==> src/rtl/norm_ctrl_pkg.sv <==
// Shared definitions for the norm_ctrl mantissa normalizer: widths and FSM state encoding.
package norm_ctrl_pkg;

    localparam int MANT_W  = 32;
    localparam int EXP_W   = 8;
    localparam int SHAMT_W = 5;
    localparam int HALF_W  = MANT_W / 2;

    typedef enum logic [2:0] {
        ST_IDLE,
        ST_SCAN_HI,
        ST_SCAN_LO,
        ST_SHIFT,
        ST_DONE
    } state_t;

endpackage

==> src/rtl/norm_ctrl_lzc16.sv <==
// lzc_16: reports the index of the most-significant set bit of a 16-bit word and whether any bit is set.
module lzc_16 (
    input  logic [15:0] i_data,
    output logic [3:0]  o_c,
    output logic        o_v
);

    // Ascending scan so the highest set bit is the last one to write o_c
    always_comb begin
        o_c = '0;
        o_v = |i_data;
        for (int i = 0; i < 16; i++) begin
            if (i_data[i]) begin
                o_c = 4'(i);
            end
        end
    end

endmodule

==> src/rtl/norm_ctrl.sv <==
// norm_ctrl: multi-cycle mantissa normalizer that time-shares one lzc_16 over the upper and lower halves.
// Optional macro NORM_CTRL_FASTPATH_EN sends operands with the top bit already set straight to DONE.
module norm_ctrl
    import norm_ctrl_pkg::*;
(
    input  logic                 clk,
    input  logic                 rst,
    input  logic                 in_valid,
    output logic                 in_ready,
    input  logic [MANT_W-1:0]    in_mant,
    input  logic [EXP_W-1:0]     in_exp,
    output logic                 out_valid,
    input  logic                 out_ready,
    output logic [MANT_W-1:0]    out_mant,
    output logic [EXP_W-1:0]     out_exp,
    output logic [SHAMT_W-1:0]   out_shamt,
    output logic                 out_zero,
    output logic                 busy
);

    localparam logic [SHAMT_W-1:0] HI_BASE = SHAMT_W'(15);
    localparam logic [SHAMT_W-1:0] LO_BASE = SHAMT_W'(31);

    state_t               r_state;
    logic [MANT_W-1:0]    r_mant;
    logic [EXP_W-1:0]     r_exp;
    logic [SHAMT_W-1:0]   r_shamt;
    logic                 r_in_ready;
    logic                 r_busy;
    logic                 r_out_valid;
    logic [MANT_W-1:0]    r_out_mant;
    logic [EXP_W-1:0]     r_out_exp;
    logic [SHAMT_W-1:0]   r_out_shamt;
    logic                 r_out_zero;

    logic [HALF_W-1:0]    w_lzc_in;
    logic [3:0]           w_lzc_c;
    logic                 w_lzc_v;
    logic [EXP_W-1:0]     w_shamt_ext;
    logic                 w_fits;

    // The single counter looks at the low half only while in SCAN_LO
    assign w_lzc_in    = (r_state == ST_SCAN_LO) ? r_mant[HALF_W-1:0] : r_mant[MANT_W-1:HALF_W];
    assign w_shamt_ext = {{(EXP_W-SHAMT_W){1'b0}}, r_shamt};
    assign w_fits      = (w_shamt_ext <= r_exp);

    lzc_16 u_lzc (
        .i_data (w_lzc_in),
        .o_c    (w_lzc_c),
        .o_v    (w_lzc_v)
    );

    always_ff @(posedge clk) begin
        if (rst) begin
            r_state     <= ST_IDLE;
            r_mant      <= '0;
            r_exp       <= '0;
            r_shamt     <= '0;
            r_in_ready  <= 1'b1;
            r_busy      <= 1'b0;
            r_out_valid <= 1'b0;
            r_out_mant  <= '0;
            r_out_exp   <= '0;
            r_out_shamt <= '0;
            r_out_zero  <= 1'b0;
        end else begin
            case (r_state)
                ST_IDLE: begin
                    if (in_valid) begin
                        r_mant     <= in_mant;
                        r_exp      <= in_exp;
                        r_in_ready <= 1'b0;
                        r_busy     <= 1'b1;
`ifdef NORM_CTRL_FASTPATH_EN
                        if (in_mant[MANT_W-1]) begin
                            r_out_mant  <= in_mant;
                            r_out_exp   <= in_exp;
                            r_out_shamt <= '0;
                            r_out_zero  <= 1'b0;
                            r_out_valid <= 1'b1;
                            r_state     <= ST_DONE;
                        end else begin
                            r_state <= ST_SCAN_HI;
                        end
`else
                        r_state <= ST_SCAN_HI;
`endif
                    end
                end
                ST_SCAN_HI: begin
                    if (w_lzc_v) begin
                        r_shamt <= HI_BASE - {1'b0, w_lzc_c};
                        r_state <= ST_SHIFT;
                    end else begin
                        r_state <= ST_SCAN_LO;
                    end
                end
                ST_SCAN_LO: begin
                    if (w_lzc_v) begin
                        r_shamt <= LO_BASE - {1'b0, w_lzc_c};
                        r_state <= ST_SHIFT;
                    end else begin
                        r_out_mant  <= '0;
                        r_out_exp   <= '0;
                        r_out_shamt <= '0;
                        r_out_zero  <= 1'b1;
                        r_out_valid <= 1'b1;
                        r_state     <= ST_DONE;
                    end
                end
                // When the exponent cannot absorb the full shift, stop at exponent zero (denormal)
                ST_SHIFT: begin
                    if (w_fits) begin
                        r_out_mant  <= r_mant << r_shamt;
                        r_out_exp   <= r_exp - w_shamt_ext;
                        r_out_shamt <= r_shamt;
                    end else begin
                        r_out_mant  <= r_mant << r_exp;
                        r_out_exp   <= '0;
                        r_out_shamt <= r_exp[SHAMT_W-1:0];
                    end
                    r_out_zero  <= 1'b0;
                    r_out_valid <= 1'b1;
                    r_state     <= ST_DONE;
                end
                ST_DONE: begin
                    if (out_ready) begin
                        r_out_valid <= 1'b0;
                        r_in_ready  <= 1'b1;
                        r_busy      <= 1'b0;
                        r_state     <= ST_IDLE;
                    end
                end
                default: begin
                    r_out_valid <= 1'b0;
                    r_in_ready  <= 1'b1;
                    r_busy      <= 1'b0;
                    r_state     <= ST_IDLE;
                end
            endcase
        end
    end

    assign in_ready  = r_in_ready;
    assign busy      = r_busy;
    assign out_valid = r_out_valid;
    assign out_mant  = r_out_mant;
    assign out_exp   = r_out_exp;
    assign out_shamt = r_out_shamt;
    assign out_zero  = r_out_zero;

endmodule

==> config.mk <==
export PLATFORM = sky130hd
export DESIGN_NAME = norm_ctrl
export DESIGN_NICKNAME = d
export VERILOG_FILES = /design/src/rtl/norm_ctrl_pkg.sv /design/src/rtl/norm_ctrl_lzc16.sv /design/src/rtl/norm_ctrl.sv
export SDC_FILE = /design/constraint.sdc
export NUM_CORES = 1
export LEC_CHECK = 0
export CORE_ASPECT_RATIO = 1.2
export CORE_UTILIZATION = 55
export DETAILED_ROUTE_END_ITERATION = 12
export GPL_ROUTABILITY_DRIVEN = 0
export PLACE_DENSITY = 0.85
export SYNTH_ARGS = -nofsm -noshare
export SYNTH_HDL_FRONTEND = slang
export SYNTH_SLANG_ARGS = --single-unit
==> constraint.sdc <==
create_clock -name clk -period 9.6 [get_ports clk]
set_clock_uncertainty 0.15 [all_clocks]
set_input_delay 0.96 -clock clk [delete_from_list [all_inputs] [get_ports clk]]
set_output_delay 0.96 -clock clk [all_outputs]
set_load 0.02 [all_outputs]
# [After elaboration in Yosys (flattened, before gate mapping)]
# Index checks and enable logic that the tools add are counted.
[word_totals] register_bits=97 inputBits=44 output_inout_bits=49 elab_cells=82
[op_classes] add_sub_neg=3 magnitude_cmp=1 n_eq_ne=9 shifts=2 n_mux=42 bitwise_logic=2 reduce_logical=12
[ops] cell="$mux 32" count=2
[ops] cell="$pmux 32 s2" count=1
[ops] cell="$mux 4" count=8
[ops] cell="$shl 32x5->32" count=1
[ops] cell="$shl 32x8->32" count=1
[ops] cell="$mux 3" count=7
[ops] cell="$mux 5" count=4
[ops] cell="$pmux 5 s2" count=2
[ops] cell="$mux 16" count=1
[ops] cell="$mux 8" count=2
[ops] cell="$pmux 8 s2" count=1
[ops] cell="$reduce_or 16->1" count=1
[ops] cell="$pmux 3 s5" count=1
[ops] cell="$reduce_and 3->1" count=3
[ops] cell="$le 5x8->1" count=1
[ops] cell="$sub 8x5->8" count=1
[ops] cell="$mux 1" count=7
[ops] cell="$eq 3x2->1 const B" count=2
[ops] cell="$ne 2x2->1 const B" count=3
[ops] cell="$pmux 1 s3" count=2
[ops] cell="$reduce_and 2->1" count=3
[ops] cell="$sub 4x4->5 const A" count=1
[ops] cell="$sub 5x4->5 const A" count=1
[ops] cell="$mux 2" count=2
[ops] cell="other kinds (10)" count=13

# [Depth between registers and ports, before layout]
# Gate-level depths: netlist (run 1).
[logic_depth] depth_word=20 ltp_mapped=16 ltp_nobuf=13

# [Cells and area by module]
# From an unflattened synthesis (run 1), not the netlist that was laid out.
[unflattened] cells_unflattened=748 hier_area_um2=5903.2
[modules_own_cells] mod="norm_ctrl" n_inst=1 cells_per_inst=720 area_per_inst_um2=5733.0 seq_area_each_um2=1941.9
[modules_own_cells] mod="lzc_16" n_inst=1 cells_per_inst=28 area_per_inst_um2=170.2 seq_area_each_um2=0.0

# [Worst setup path after synthesis (run 1)]
# OpenSTA, ideal clock, no wires.
[synth_timing] kind="reg-to-reg" startpoint="register r_shamt[0]" endpoint="register r_out_mant[28] (netlist: out_mant[28])" setup_ps=128 arrival_ps=2950 t_required_ps=9322 slack_ps=6372 stages_incl_launch_ff=14 n_path_buf=1 period_less_slack_ps=3228 cell_sequence="dfxtp_1 ha_1 inv_1 fa_1 a21oi_1 o2111ai_2 a32oi_4 buf_8 mux2i_1 mux2i_1 mux2_2 mux2_2 a22oi_1 o21ai_1"
[synth_between] elab_chain_cells=3 elab_cells_between_ends=4 cone_classes="1 x order compare; 1 x shift; 2 x mux"
[synth_lines] element="from (decl)" line_no="norm_ctrl.sv:27" text="logic [SHAMT_W-1:0] r_shamt;"
[synth_lines] element="from (signal assigned)" line_no="norm_ctrl.sv:92" text="r_shamt <= HI_BASE - {1'b0, w_lzc_c};"
[synth_lines] element="from (signal assigned)" line_no="norm_ctrl.sv:100" text="r_shamt <= LO_BASE - {1'b0, w_lzc_c};"
[synth_lines] element="$le 5x8->1 / $shl 32x5->32 (equally long branches)" line_no="norm_ctrl.sv:45, norm_ctrl.sv:114"
[synth_lines] element="$mux 32 (*)" line_no="norm_ctrl.sv:113" text="if (w_fits) begin"
[synth_lines] element="$pmux 32 s2 (*)" line_no="norm_ctrl.sv:67" text="case (r_state)"
[synth_lines] element="to (signal assigned)" line_no="norm_ctrl.sv:114" text="r_out_mant <= r_mant << r_shamt;"
[synth_lines] element="to (signal assigned)" line_no="norm_ctrl.sv:118" text="r_out_mant <= r_mant << r_exp;"
[synth_lines] element="to (decl)" line_no="norm_ctrl.sv:31" text="logic [MANT_W-1:0] r_out_mant;"
# Every way passes the cells marked *; elsewhere a longest branch is shown, timed or not.
# A chain may end at the register's enable or synchronous reset.

# [Worst setup path after layout (run 1)]
# Ends and elaborated chain as after synthesis.

==> results of run 1 <==
[metrics by stage]
| step | instances | instance area (sq um) | power [mW] |
|---|---|---|---|
| 3_5_place_dp | 862 | 6330 | 1.48 |
| 2_1_floorplan | 681 | 5380 | 1.27 |
| 6_report | 878 | 6640 | 1.87 |
| 5_1_grt | 878 | 6640 | 1.99 |
| 3_3_place_gp | 862 | 6330 | 1.45 |
| 4_1_cts | 878 | 6640 | 1.86 |
[layout by cell type (no fill, tap or decap), types with 4 or more instances in the layout]
master,netlist,layout
nand2_1,136,136
o21ai_0,17,17
nand3_1,4,4
a222oi_1,5,5
nand2b_1,11,11
a21o_1,6,6
o21bai_1,6,6
a21oi_1,79,77
a211oi_1,8,8
dfxtp_1,97,97
xnor2_1,4,4
nor3_1,14,14
a31oi_1,7,7
mux2_2,8,8
ha_1,5,5
o22ai_1,8,8
buf_4,1,9
clkbuf_16,0,9
nor2_1,62,62
nor4_1,4,4
a22oi_1,34,34
clkdlybuf4s50_1,0,91
inv_1,17,17
mux2i_1,63,63
and3_1,4,4
[worst paths after layout]
check | from | to | slack, ns | depth (start not counted)
max | r_shamt[0]$_SDFFE_PP0P_ | out_mant[28]$_SDFFE_PP0P_ | 5.55 | 12
min | out_mant[8]$_SDFFE_PP0P_ | out_mant[8]$_SDFFE_PP0P_ | 0.31 | 2
max reg2reg | r_shamt[0]$_SDFFE_PP0P_ | out_mant[28]$_SDFFE_PP0P_ | 5.55 | 12
min reg2reg | out_mant[8]$_SDFFE_PP0P_ | out_mant[8]$_SDFFE_PP0P_ | 0.31 | 2
[routing by layer]
layer | global-route usage (%) | vias up
met5 | 0 | -
met4 | 15.0 | 0
met3 | 4.25 | 44
met2 | 49.3 | 245
met1 | 35.6 | 2451
li1 | - | 2561
[registers in the layout, indices dropped and copies added (netlist names)]
name,count
r_mant,32
out_mant,32
in_ready,1
out_shamt,5
out_zero,1
out_exp,8
r_shamt,5
busy,1
r_exp,8
out_valid,1
r_state,3
[cell type report]
| cell class | count | area, sq um |
|---|---|---|
| clock buffers | 14 | 274 |
| clock inverters | 2 | 35.0 |
| fillers | 742 | 2880 |
| inverters | 17 | 63.8 |
| multi-input cells | 524 | 3190 |
| flip-flops and latches | 97 | 1940 |
| well taps | 123 | 154 |
| repair buffers | 101 | 983 |
[cells by family after synthesis]
family          after synthesis
xor+xnor                      7
buf+inv                      60
fa+ha+maj                     6
simple gates                254
mux                          72
flops                        97
compound gates              185
[power groups by stage]
stage          registers (mW)  clock network [mW]  logic (mW)
3_5_place_dp            0.548                   0       0.936
5_1_grt                 0.551               0.388        1.05
3_3_place_gp            0.543                   0       0.904
2_1_floorplan           0.536                   0       0.733
4_1_cts                 0.539               0.373       0.945
6_report                0.543               0.370       0.961
[tightest hold or removal path, stage by stage, from the launching register on]
cell	delay (ns)
dfxtp_1	0.33
nand2_1	0.05
o21ai_0	0.06
==> flow_summary.toml, run 1 <==
[logic_synthesis]
ys_types = 58
ys_seq_area_share_pct = 36.1
synthAdderAreaFrac_pct = 1.54
syn_area_per_cell_sq_um = 7.89
yosys.area.top_type = "dfxtp_1"
synthMostInstantiatedCell = "nand2_1"
synth_top_family_by_area = "compound AO/OA/AOI/OAI gates"
ys_warn_count = 0
synthFlopType = "dfxtp_1"
synthesis.area_sq_um = 5380
synth_compound_area_share_pct = 22.0
synth_seq_cells = 97
synth.mux.area_fraction_pct = 13.8
synth_edf_count = 0
synth_xor_area_share_pct = 1.14
syn_nets = 731
synth_area_leaders = "dfxtp_1 (36%), mux2i_1 (12%), nand2_1 (9.5%), a21oi_1 (7.4%), a22oi_1 (4.7%)"
synth_top_area_share_pct = 36.1
synth-async-reset-ratio_pct = 0
synth_common_cells = "nand2_1 (136), dfxtp_1 (97), a21oi_1 (79)"
postSynthCellCount = 681
synthSimpleGateAreaFrac_pct = 20.5

[placed_design]
port_buffers = 92
hpwlAfterDp_um = 10400
pre_cts_slack_ns = 5.66

[timing]
worst_slack_ns = 5.55
worst_hold_slack_ns = 0.311
slew_headroom_pct = 35.1
period_needed_ns = 4.05
worst_pin_slew_ns = 0.973
hold_viol_final = 0
setup_viol_count_final = 0
tns_ns = 0
slew_violations = 0
rsz0062_at_grt = "no"
max_freq_ghz = 0.247
fin_crit_sh_pct = 42.1

[detailed_routing]
dr_wl_met2_um = 6940
via_count = 5301
drt_iter0_markers = 387
met3WireLength_um = 869
drtPass1Iterations = 6
wl_met1_um = 6080
viasPerCell = 6.04
avgRoutedWirePerCell_um = 16.3
drt-total-wl_um = 14300
ant_nets = 0
drc = 0
top_layer = "met4"

[floorplan]
fp.dieH_um = 110
die_w_um = 92.3
design.core.area_sq_um = 9520
start_util_pct = 56.5
io_pins = 93
dieArea_sq_um = 10200
num_rows = 39

[cts]
cts-hold-fix-buffers = 0
numCtsBuffers = 9
cts_buffer_depth = 2
cts.sinks = 97
clock_tree.root_cell = "clkbuf_16"
tritoncts = "yes"
htreeDepth = 3
clk_transition_reported_paths_ns = 0.06
clk_latency_ns = 0.35
cts_post_setup_buffers_inserted = 0
cts_resized = 0

[power_and_ir_drop]
p_leak_nw = 2.59
share_comb_of_total_power_pct = 51.3
power_per_cell_area_nw_per_um2 = 282
pwr-share-seq_pct = 29.0
clkPwrFrac_pct = 19.8
p_sw_share_pct = 43.2
p_sw_mw = 0.811
p_int_mw = 1.06
ir_drop_mv = 0.159

[worst_setup_path]
start_kind = "flop"
endpoint_kind = "flop"
crit_buf_inv = 1
required_ns = 9.65
cp_slowest_cell = "a21o_1"
cpPeakStageDelay_ns = 0.82
worstSetupPathType = "reg2reg"
crit_path_max_fanout = 24
crit_family = "compound AO/OA/AOI/OAI gates"
cp_cell_sequence = "ha_1 -> inv_1 -> fa_1 -> nand3_1 -> a31oi_1 -> nor2_2 -> a21o_1 -> nor2_1 -> mux2_2 -> mux2_2 -> a22oi_1 -> o21ai_1"
critPathArrivalTime_ns = 4.10
cp_common_cell = "mux2_2"

[global_route]
grt_start_max_net_pins = 96
grt_usage_pct = 28.9
grt_pass1_wl_um = 23400
grt_pass1_vias = 4846
grt.overflow.total = 0
antenna_found_initial = 0

[final_layout]
layout-drive-gt1-share_pct = 5.83
diodes = 0
final_util_pct = 69.8
nNetsFinal = 800
area_growth_pct = 23.5

[flow_run]
drv_cap = 0

[min_path]
min_path_type = "reg2reg"

[status]
status = "completed"
No activity file was read; power rests on OpenSTA's default activity.
==> run 2, diff against run 1 <==
CORE_UTILIZATION = 54   (was 55)
PLACE_DENSITY = 0.83   (was 0.85)
clock period = 4.2 ns   (was 9.6 ns; I/O delays follow)
==> run 2 against run 1 <==
Net effect: die area grew 1.8%; register-to-register slack lost 5.2 ns; flip-flop and latch count is the same; global-route usage shrank 0.73 points; total power grew 130%; final cell count grew 0.80%; routed wire length grew 1.3%; setup slack lost 5.2 ns; critical path depth grew 1; critical path type unchanged.
==> flow_summary.toml, run 2 (same netlist as run 1, synthesis figures left out) <==
[detailed_routing]
drt-total-wl_um = 14500
avgRoutedWirePerCell_um = 16.4
ant_nets = 0
via_count = 5354
viasPerCell = 6.05
drtPass1Iterations = 6
drt_iter0_markers = 417
drc = 0

[final_layout]
final_cell_area_sq_um = 6650
diodes = 0
layout_commonest_cell = "nand2_1"
final_cell_mix = "nand2_1 (136), dfxtp_1 (97), clkdlybuf4s50_1 (91), a21oi_1 (77), mux2i_1 (63)"
nNetsFinal = 807
seqCellArea_sq_um = 1940
fillers = 767
finalNonFillerCells = 885
multi_input_area_sq_um = 3190
final_util_pct = 69.2
area_growth_pct = 23.6
layout-drive-gt1-share_pct = 6.69

[min_path]
min_path_type = "reg2reg"
holdPathStages = 2
worstHoldEndpoint = "out_mant[8]$_SDFFE_PP0P_"
hold_path.startpoint = "out_mant[8]$_SDFFE_PP0P_"

[timing]
slew_violations = 0
setup_viol_count_final = 0
hold_viol_final = 0
max_freq_ghz = 0.259
worst_pin_slew_ns = 1.15
slew_headroom_pct = 22.7
worst_slack_ns = 0.338
tns_ns = 0
rsz0062_at_grt = "no"
period_needed_ns = 3.86
fin_crit_sh_pct = 92.0

[worst_setup_path]
r2r_slack_ns = 0.34
crit_path_max_fanout = 14
cp_slowest_cell = "a32oi_4"
endpoint_kind = "flop"
r2r-end = "out_mant[14]$_SDFFE_PP0P_"
cp_common_cell = "mux2i_1"
cp_cell_sequence = "ha_1 -> inv_1 -> fa_1 -> a21oi_1 -> o2111ai_2 -> a32oi_4 -> buf_4 -> mux2i_1 -> mux2i_1 -> mux2i_1 -> a211oi_1 -> a22oi_1 -> nor2_1"
required_ns = 4.27
critPathArrivalTime_ns = 3.94
setup.worst_path.start = "r_shamt[0]$_SDFFE_PP0P_"
cpPeakStageDelay_ns = 0.65
worstSetupPathType = "reg2reg"
reg2reg_depth = 13
r2r-start = "r_shamt[0]$_SDFFE_PP0P_"
start_kind = "flop"

[placed_design]
hpwlAfterDp_um = 10700
pre_cts_slack_ns = 0.414
port_buffers = 92
dp_cells = 869
place_area_sq_um = 6380

[power_and_ir_drop]
power_per_cell_area_nw_per_um2 = 637
p_leak_nw = 2.59
ir_drop_mv = 0.364

[cts]
htreeDepth = 3
clock_tree.root_cell = "clkbuf_16"
cts.sinks = 97
numCtsBuffers = 9
cts_post_setup_buffers_inserted = 0
clk_latency_ns = 0.35
cts-hold-fix-buffers = 0
cts_buffer_depth = 2
tritoncts = "yes"
clk_transition_reported_paths_ns = 0.06
cts_resized = 0

[floorplan]
fp.dieH_um = 111
start_util_pct = 55.9
design.core.area_sq_um = 9610
io_pins = 93
num_rows = 39
die_w_um = 93.1
dieArea_sq_um = 10400

[global_route]
grt_start_max_net_pins = 50
grt_pass1_vias = 5098
grt_pass1_wl_um = 23800
grt_usage_pct = 28.2
grt.overflow.total = 0
antenna_found_initial = 0

[flow_run]
drv_cap = 0

[status]
status = "completed"
==> run 2: cell types whose count changed in the layout (fill, tap and decap cells not counted) <==
| cell | previous run | this run |
|---|---|---|
| clkbuf_8 | 3 | 0 |
| clkinvlp_4 | 0 | 3 |
| buf_4 | 9 | 16 |
| clkinv_2 | 1 | 2 |
| bufinv_16 | 1 | 0 |
==> run 2: layer usage <==
metal	up-vias	track usage, %	wire length, um
li1	2566	-	-
met1	2516	35.9	6240
met2	228	46.1	6990
met3	44	4.12	853
met4	0	14.2	433
met5	-	0	0
==> run 2: worst max-delay path, delay by kind of cell, from the launching register on <==
kind,cells,cell delay [ns]
AOI/OAI and AO/OA,5,1.34
muxes,3,0.80
adders and majority gates,2,0.60
DFF,1,0.40
buffers and inverters,2,0.37
and+or+nand+nor,1,0.05
==> run 2: layout make-up <==
cell class              instances  share of cell area, %
clock buffers                  11                   3.50
clock inverters                 5                  0.489
repair buffers                108                   15.6
well taps                     123                   2.32
flip-flops and latches         97                   29.2
multi-input cells             524                   47.9
inverters                      17                  0.960
==> run 2: worst max-delay path by stage <==
stage,endpoint,slack [ns],depth (start not counted)
floorplan,out_mant[28]$_SDFFE_PP0P_,0.97,13
global placement,out_mant[30]$_SDFFE_PP0P_,0.67,13
detailed placement,out_mant[14]$_SDFFE_PP0P_,0.41,13
CTS,out_mant[14]$_SDFFE_PP0P_,0.41,13
global route,out_mant[30]$_SDFFE_PP0P_,0.13,13
finish,out_mant[14]$_SDFFE_PP0P_,0.34,13
==> run 2: per-stage QoR <==
step                power [mW]  hold slack [ns]
CTS                       4.19            0.311
global placement          3.37            0.291
finish                    4.24            0.303
detailed placement        3.44            0.297
floorplan                 2.90            0.286
global route              4.48            0.324
==> run 2: where the power goes <==
part	internal, mW	total (mW)	leakage, nW	switching (mW)
combinational	0.894	2.25	1.68	1.36
sequential	1.06	1.24	0.789	0.181
clock	0.399	0.744	0.122	0.345
total	2.35	4.24	2.59	1.88
==> run 3, diff against run 2 <==
==> constraint.sdc (replaced) <==
create_clock -name clk -period 3.75 [get_ports clk]
set_clock_uncertainty 0.15 [all_clocks]
set_input_delay 0.375 -clock clk [delete_from_list [all_inputs] [get_ports clk]]
set_output_delay 0.375 -clock clk [all_outputs]
set_load 0.05 [all_outputs]
==> run 3 against run 2 <==
Net effect: flip-flop and latch count unchanged; fmax up 10%; critical path depth down 2; final cell count up 0.11%; final area up 0.51%; critical endpoint is now out_mant[17]$_SDFFE_PP0P_; register-to-register slack worse by 0.098 ns; combinational power up 16%; sequential share of layout area down 0.15 points; sequential power up 11%; first-iteration DRC count up 12%; non-clock buffer count up 1.
==> flow_summary.toml, run 3 (same netlist as run 1, synthesis figures left out) <==
[timing]
setup_viol_count_final = 0
worst_slack_ns = 0.240
slew_violations = 0
period_needed_ns = 3.51
slew_headroom_pct = 22.5
worst_hold_slack_ns = 0.310
worst_pin_slew_ns = 1.15
tns_ns = 0
fin_crit_sh_pct = 93.6
max_freq_ghz = 0.285
hold_viol_final = 0
rsz0062_at_grt = "no"

[worst_setup_path]
crit_buf_inv = 1
endpoint_kind = "flop"
start_kind = "flop"
critPathArrivalTime_ns = 3.64
cp_cell_sequence = "ha_1 -> inv_1 -> fa_1 -> nand3_1 -> a31o_2 -> a21oi_1 -> a21o_1 -> nor3_1 -> and2_1 -> a22oi_1 -> o22ai_1"
required_ns = 3.88
cp_slowest_cell = "nor3_1"
crit_path_max_fanout = 9
cpPeakStageDelay_ns = 0.92
crit_family = "simple AND/OR/NAND/NOR gates"
worstSetupPathType = "reg2reg"

[detailed_routing]
via_count = 5254
ant_nets = 0
drt-total-wl_um = 14300
drtPass1Iterations = 6
drt_iter0_markers = 465
drc = 0
viasPerCell = 5.93
avgRoutedWirePerCell_um = 16.1

[global_route]
antenna_found_initial = 0
grt_usage_pct = 28.3
grt_pass1_vias = 4930
grt_pass1_wl_um = 23600
grt.overflow.total = 0
grt_start_max_net_pins = 56

[floorplan]
dieArea_sq_um = 10400
num_rows = 39
io_pins = 93
die_w_um = 93.1
start_util_pct = 55.9
design.core.area_sq_um = 9610
fp.dieH_um = 111

[cts]
cts.sinks = 97
clk_latency_ns = 0.35
clock_tree.root_cell = "clkbuf_16"
cts_buffer_depth = 2
clk_transition_reported_paths_ns = 0.07
tritoncts = "yes"
numCtsBuffers = 9
htreeDepth = 3

[power_and_ir_drop]
p_leak_nw = 2.61
power_per_cell_area_nw_per_um2 = 726
ir_drop_mv = 0.398

[placed_design]
pre_cts_slack_ns = 0.247
place_area_sq_um = 6400
port_buffers = 92
hpwlAfterDp_um = 10700

[final_layout]
fillers = 760
layout-drive-gt1-share_pct = 7.21
area_growth_pct = 24.3
final_cell_area_sq_um = 6680
diodes = 0
layout_commonest_cell = "nand2_1"
nNetsFinal = 808
final_util_pct = 69.5
final_cell_mix = "nand2_1 (136), dfxtp_1 (97), clkdlybuf4s50_1 (91), a21oi_1 (77)"

[min_path]
min_path_type = "reg2reg"

[status]
status = "completed"

[flow_run]
drv_cap = 0
==> run 3: cell types whose count changed in the layout (fill, tap and decap cells not counted) <==
cell	delta
a21o_1	-1
a21o_2	+1
buf_12	+1
clkbuf_1	-1
clkbuf_8	+1
clkinv_2	+1
clkinv_4	+1
clkinvlp_4	-2
mux2i_1	-1
mux2i_2	+1
==> run 3: what timing repair did <==
item                                    CTS  global route
gates resized for setup                   0             2
endpoints found under the setup margin    0             5
hold buffers                              0             0
setup buffers                             0             0
==> run 3: per-layer routing <==
metal | wire (um) | GRT usage (%)
met1 | 6120 | 35.8
met2 | 6870 | 46.5
met3 | 861 | 5.49
met4 | 430 | 12.4
met5 | 0 | 0
==> run 3: path summary, 6_finish.rpt <==
path	slack (ns)	from	depth (start not counted)	to
max	0.24	r_shamt[0]$_SDFFE_PP0P_	11	out_mant[17]$_SDFFE_PP0P_
min	0.31	out_mant[9]$_SDFFE_PP0P_	2	out_mant[9]$_SDFFE_PP0P_
max reg2reg	0.24	r_shamt[0]$_SDFFE_PP0P_	11	out_mant[17]$_SDFFE_PP0P_
min reg2reg	0.31	out_mant[9]$_SDFFE_PP0P_	2	out_mant[9]$_SDFFE_PP0P_
==> run 3: tightest hold or removal path: cells and delay by family (launching register included) <==
family,cells,cell delay (ns)
compound gates,1,0.05
flops,1,0.33
simple gates,1,0.05
==> run 3: per-stage QoR <==
stage	power, mW	std cells
after CTS	4.81	886
after global routing	5.15	886
after global placement	3.87	870
after floorplan	3.34	681
final	4.85	886
after detailed placement	3.96	870
==> run 3: power by group <==
group / internal [mW] / total (mW) / switching [mW]
clock network: 0.465 / 0.851 / 0.386
logic: 1.02 / 2.62 / 1.60
registers: 1.19 / 1.38 / 0.198
total: 2.67 / 4.85 / 2.18
==> run 3: area by class of cell <==
type / count / area (sq um) / share of cell area, %
multi-input combinational: 524 / 3190 / 47.8
inverter: 17 / 63.8 / 0.955
timing repair buffer: 109 / 1060 / 15.8
clock buffer: 11 / 243 / 3.63
tap: 123 / 154 / 2.30
sequential: 97 / 1940 / 29.1
clock inverter: 5 / 31.3 / 0.468
